## config.mk

```make
export PLATFORM = sky130hd
export DESIGN_NAME = result_collector
export DESIGN_NICKNAME = d
export VERILOG_FILES = /design/src/rtl/adder_pkg.sv /design/src/rtl/result_collector_ptr.sv /design/src/rtl/result_collector.sv
export SDC_FILE = /design/constraint.sdc
export NUM_CORES = 1
export LEC_CHECK = 0
export ABC_AREA = 1
export CAP_MARGIN = 20
export CORE_MARGIN = 1
export CORE_UTILIZATION = 47
export DETAILED_ROUTE_END_ITERATION = 6
export GPL_ROUTABILITY_DRIVEN = 0
export PLACE_DENSITY = 0.71
export SYNTH_ARGS = -nofsm -noshare
export SYNTH_HDL_FRONTEND = slang
export SYNTH_SLANG_ARGS = --single-unit
```

## constraint.sdc

```tcl
create_clock -name clk -period 3.6 [get_ports clk]
set_clock_uncertainty 0.2 [all_clocks]
set_input_delay 0.54 -clock clk [delete_from_list [all_inputs] [get_ports clk]]
set_output_delay 0.54 -clock clk [all_outputs]
set_load 0.1 [all_outputs]
```

## src/rtl/adder_pkg.sv

```systemverilog
// Constants shared between the 4-bit adder stage and its result collector.
package adder_pkg;
    localparam int unsigned RESULT_W      = 4;
    localparam int unsigned DEFAULT_DEPTH = 4;
    localparam int unsigned STAT_W        = 8;
endpackage

```

## src/rtl/result_collector_ptr.sv

```systemverilog
// Circular buffer pointer: advances by one on inc and wraps modulo DEPTH.
module result_collector_ptr #(
    parameter int unsigned DEPTH = 4,
    localparam int unsigned PTR_W = (DEPTH > 1) ? $clog2(DEPTH) : 1
) (
    input  logic             clk,
    input  logic             reset,
    input  logic             inc,
    output logic [PTR_W-1:0] ptr
);

    logic [PTR_W-1:0] ptr_q;
    logic [PTR_W-1:0] ptr_d;

    always_comb begin
        ptr_d = ptr_q;
        if (inc) begin
            ptr_d = (ptr_q == PTR_W'(DEPTH - 1)) ? '0 : ptr_q + PTR_W'(1);
        end
    end

    always_ff @(posedge clk or negedge reset) begin
        if (!reset) begin
            ptr_q <= '0;
        end else begin
            ptr_q <= ptr_d;
        end
    end

    assign ptr = ptr_q;

endmodule

```

## src/rtl/result_collector.sv

```systemverilog
// First-word-fall-through buffer for adder results with a sticky overflow flag.
// Define RESULT_COLLECTOR_STATS_EN to add the drop_count/push_count statistics outputs.
module result_collector
    import adder_pkg::*;
#(
    parameter int unsigned DEPTH    = adder_pkg::DEFAULT_DEPTH,
    parameter int unsigned RESULT_W = adder_pkg::RESULT_W,
    localparam int unsigned PTR_W   = (DEPTH > 1) ? $clog2(DEPTH) : 1,
    localparam int unsigned CNT_W   = $clog2(DEPTH) + 1
) (
    input  logic                clk,
    input  logic                reset,
    input  logic                done_in,
    input  logic [RESULT_W-1:0] result_in,
    output logic                out_valid,
    input  logic                out_ready,
    output logic [RESULT_W-1:0] out_data,
    output logic [CNT_W-1:0]    count,
    output logic                full,
    output logic                overflow
`ifdef RESULT_COLLECTOR_STATS_EN
    ,
    output logic [STAT_W-1:0]   drop_count,
    output logic [STAT_W-1:0]   push_count
`endif
);

    logic [RESULT_W-1:0] mem_q [DEPTH];
    logic [PTR_W-1:0]    wr_ptr;
    logic [PTR_W-1:0]    rd_ptr;
    logic [CNT_W-1:0]    count_q;
    logic [CNT_W-1:0]    count_d;
    logic                overflow_q;
    logic                push;
    logic                pop;
    logic                drop;

    assign out_valid = (count_q != '0);
    assign full      = (count_q == CNT_W'(DEPTH));
    assign pop       = out_valid & out_ready;
    // A pop frees the slot in the same cycle, so a full buffer can still accept.
    assign push      = done_in & (~full | pop);
    assign drop      = done_in & full & ~pop;

    result_collector_ptr #(
        .DEPTH(DEPTH)
    ) u_wr_ptr (
        .clk  (clk),
        .reset(reset),
        .inc  (push),
        .ptr  (wr_ptr)
    );

    result_collector_ptr #(
        .DEPTH(DEPTH)
    ) u_rd_ptr (
        .clk  (clk),
        .reset(reset),
        .inc  (pop),
        .ptr  (rd_ptr)
    );

    // Storage is not reset; occupancy alone decides what is valid.
    always_ff @(posedge clk) begin
        if (push) begin
            mem_q[wr_ptr] <= result_in;
        end
    end

    always_comb begin
        count_d = count_q;
        if (push && !pop) begin
            count_d = count_q + CNT_W'(1);
        end else if (pop && !push) begin
            count_d = count_q - CNT_W'(1);
        end
    end

    always_ff @(posedge clk or negedge reset) begin
        if (!reset) begin
            count_q    <= '0;
            overflow_q <= 1'b0;
        end else begin
            count_q <= count_d;
            if (drop) begin
                overflow_q <= 1'b1;
            end
        end
    end

    assign out_data = mem_q[rd_ptr];
    assign count    = count_q;
    assign overflow = overflow_q;

`ifdef RESULT_COLLECTOR_STATS_EN
    logic [STAT_W-1:0] drop_cnt_q;
    logic [STAT_W-1:0] push_cnt_q;

    always_ff @(posedge clk or negedge reset) begin
        if (!reset) begin
            drop_cnt_q <= '0;
            push_cnt_q <= '0;
        end else begin
            if (drop && (drop_cnt_q != '1)) begin
                drop_cnt_q <= drop_cnt_q + STAT_W'(1);
            end
            if (push) begin
                push_cnt_q <= push_cnt_q + STAT_W'(1);
            end
        end
    end

    assign drop_count = drop_cnt_q;
    assign push_count = push_cnt_q;
`endif

endmodule

```

==> results.sh <==
export IMPL_status="completed"
export IMPL_die_y_um=51.89
export IMPL_drt_wl_total_mm=1.867
export IMPL_critPathLaunch="count[2]$_DFFE_PN0P_"
export IMPL_synthSimpleGateAreaFrac_pct=16.79
export IMPL_grtUsageMet1_pct=17.82
export IMPL_syn_avg_cell_area_um2=10.73
export IMPL_finalMaxSlewViolations=0
export IMPL_synth_mux_area_fraction_pct=0
export IMPL_drive_gt1_share_pct=14.17
export IMPL_wire_per_inst_um=12.05
export IMPL_cts_hold_buf=0
export IMPL_slew_headroom_pct=35.50
export IMPL_grtUsageMet2_pct=27.35
export IMPL_critical_path_top_delay_family="buffers and inverters"
export IMPL_gr_usage_met3_pct=2.632
export IMPL_holdCritPathClass="primary input to asynchronous set/reset pin"
export IMPL_crit_slowest_cell="clkdlybuf4s50_1"
export IMPL_hpwlAfterDp_mm=1.372
export IMPL_n_antenna_cell=0
export IMPL_synth_compound_area_share_pct=7.059
export IMPL_synth_seq_area_share_pct=58.18
export IMPL_netlist_area_leader_share_pct=41.07
export IMPL_cp_num_buf_inv=1
export IMPL_ys_ff_latch=24
export IMPL_overflow=0
export IMPL_detail_route_antenna_nets=0
export IMPL_yosysWarnings=0
export IMPL_cp_slowest_stage_delay_ns=1.17
export IMPL_clkTransAtPathRegs_ns=0.12
export IMPL_grt_total_usage_pct=15.54
export IMPL_placed_cells=151
export IMPL_die_x_um=51.89
export IMPL_final_hold_viol_count=0
export IMPL_tightestPinTransition_ns=0.9644
export IMPL_period_needed_ns=2.700
export IMPL_fin_setup_tns_ns=0
export IMPL_grt_pass1_wl_mm=2.842
export IMPL_core_area_um2=2276
export IMPL_netlist_top_cells_area="edfxtp_1, dfrtp_1, nand2_1"
export IMPL_synth_xor_area_share_pct=0.7487
export IMPL_post_cts_buffers=0
export IMPL_cts_tree="yes"
export IMPL_syn_nets=124
export IMPL_rows=17
export IMPL_synth_cell_type_count=24
export IMPL_cts_buffers=3
export IMPL_max_cap_violations=0
export IMPL_final_nets=143
export IMPL_worstPathArrival_ns=1.96
export IMPL_path_max_fanout=4
export IMPL_synthAdderAreaFrac_pct=8.128
export IMPL_vias=763
export IMPL_setup_viol=0
export IMPL_fin_cells=155
export IMPL_dieArea_um2=2693
export IMPL_grt_max_degree=20
export IMPL_fin_ws_ns=0.8995
export IMPL_synthCells=109
export IMPL_busiest_layer="met2"
export IMPL_syn2layout_area_growth_pct=16.15
export IMPL_path_cells="clkdlybuf4s50_1"
export IMPL_initial_core_util_pct=51.40
export IMPL_portBuffers=17
export IMPL_required_ns=2.86
export IMPL_clk_path_buf_depth=2
export IMPL_endpoint_kind="primary output"
export IMPL_r2r_start="count[0]$_DFFE_PN0P_"
export IMPL_synth_area_um2=1170
export IMPL_start_kind="register"
export IMPL_vias_per_cell=4.923
export IMPL_max_freq_ghz=0.3703
export IMPL_crit_type="register to primary output"
export IMPL_grt_pass1_vias=667
export IMPL_period_share_pct=75.01
export IMPL_clock_sinks=24
export IMPL_synth_area_leader_cell="edfxtp_1"
export IMPL_drt_first_pass_iters=4
export IMPL_mostFrequentLayoutCells="nand2_1, inv_1, edfxtp_1"
export IMPL_drc=0
export IMPL_drt_iter0_markers=10
export IMPL_final_common_cell="nand2_1"
export IMPL_cts_resized=0
export IMPL_htreeDepth=1
export IMPL_rsz0062_at_grt="no"
export IMPL_pre_cts_ws_ns=0.9824
export IMPL_clock_latency_ns=0.31
export IMPL_synth_top_family_by_area="simple AND/OR/NAND/NOR gates"
export IMPL_root_buffer="clkbuf_4"
export IMPL_nFillCells=195
export IMPL_antenna_found_initial=0
export IMPL_io_pins=18
## path summary, 6_finish.rpt
kind	to	slack, ns	depth (start not counted)
max in group asynchronous	u_wr_ptr.ptr[0]$_DFFE_PN0P_	2.63	1
setup reg to reg	count[2]$_DFFE_PN0P_	1.52	10
min in group clk	overflow$_DFFE_PN0P_	0.30	1
hold / removal	overflow$_DFFE_PN0P_	0.30	1
hold reg to reg	overflow$_DFFE_PN0P_	0.30	1
setup / recovery	count[2]	0.90	1
## cells in the mapped netlist
cell type,number
ha_1,6
o21ai_1,1
nand3_1,4
dfrtp_1,8
nand2_4,2
inv_1,20
nor3_1,1
xnor2_1,1
o211ai_1,4
nand2_1,22
inv_2,1
or2_1,1
nor2_1,5
buf_6,2
nor2_4,1
nand4_1,1
nand2_2,1
o21bai_1,1
fa_1,1
buf_2,1
edfxtp_1,16
nand3_4,1
a21oi_1,4
o21ai_0,4
## per-layer routing
layer  part of all wire, %  up-vias
met5                     0        -
met4                   1.6        0
met3                   2.4        4
met2                    52       11
met1                    44      357
li1                      -      391
## flip-flops by register name, summed over array words and instances (netlist names)
register      cells
overflow          1
mem_q            16
count             3
u_wr_ptr.ptr      2
u_rd_ptr.ptr      2
## per-stage QoR
stage,utilization [%],hold slack (ns),cell area [um^2]
floorplan,-,0.04441,1175
global placement,58.55,0.2728,1333
detailed placement,58.55,0.2651,1333
CTS,59.70,0.3056,1359
global route,59.70,0.3103,1359
finish,59.70,0.2971,1359
## final cells by class
| cell class | count | area [um^2] | share of cell area [%] |
|---|---|---|---|
| Sequential cell | 24 | 680.7 | 50.09 |
| Multi-Input combinational cell | 61 | 387.9 | 28.55 |
| Timing Repair Buffer | 17 | 150.1 | 11.05 |
| Inverter | 21 | 78.83 | 5.801 |
| Tap cell | 28 | 35.03 | 2.578 |
| Clock buffer | 3 | 22.52 | 1.657 |
| Clock inverter | 1 | 3.754 | 0.2762 |
## kinds of logic after synthesis
logic type	after synthesis
DFF	24
adders and majority gates	7
and+or+nand+nor	39
AOI/OAI and AO/OA	14
xor gates and xnor gates	1
buffers and inverters	24
Power is left out: the tool's default activity adds up to more than one toggle a clock period on the data nets, which glitch-free logic cannot reach.
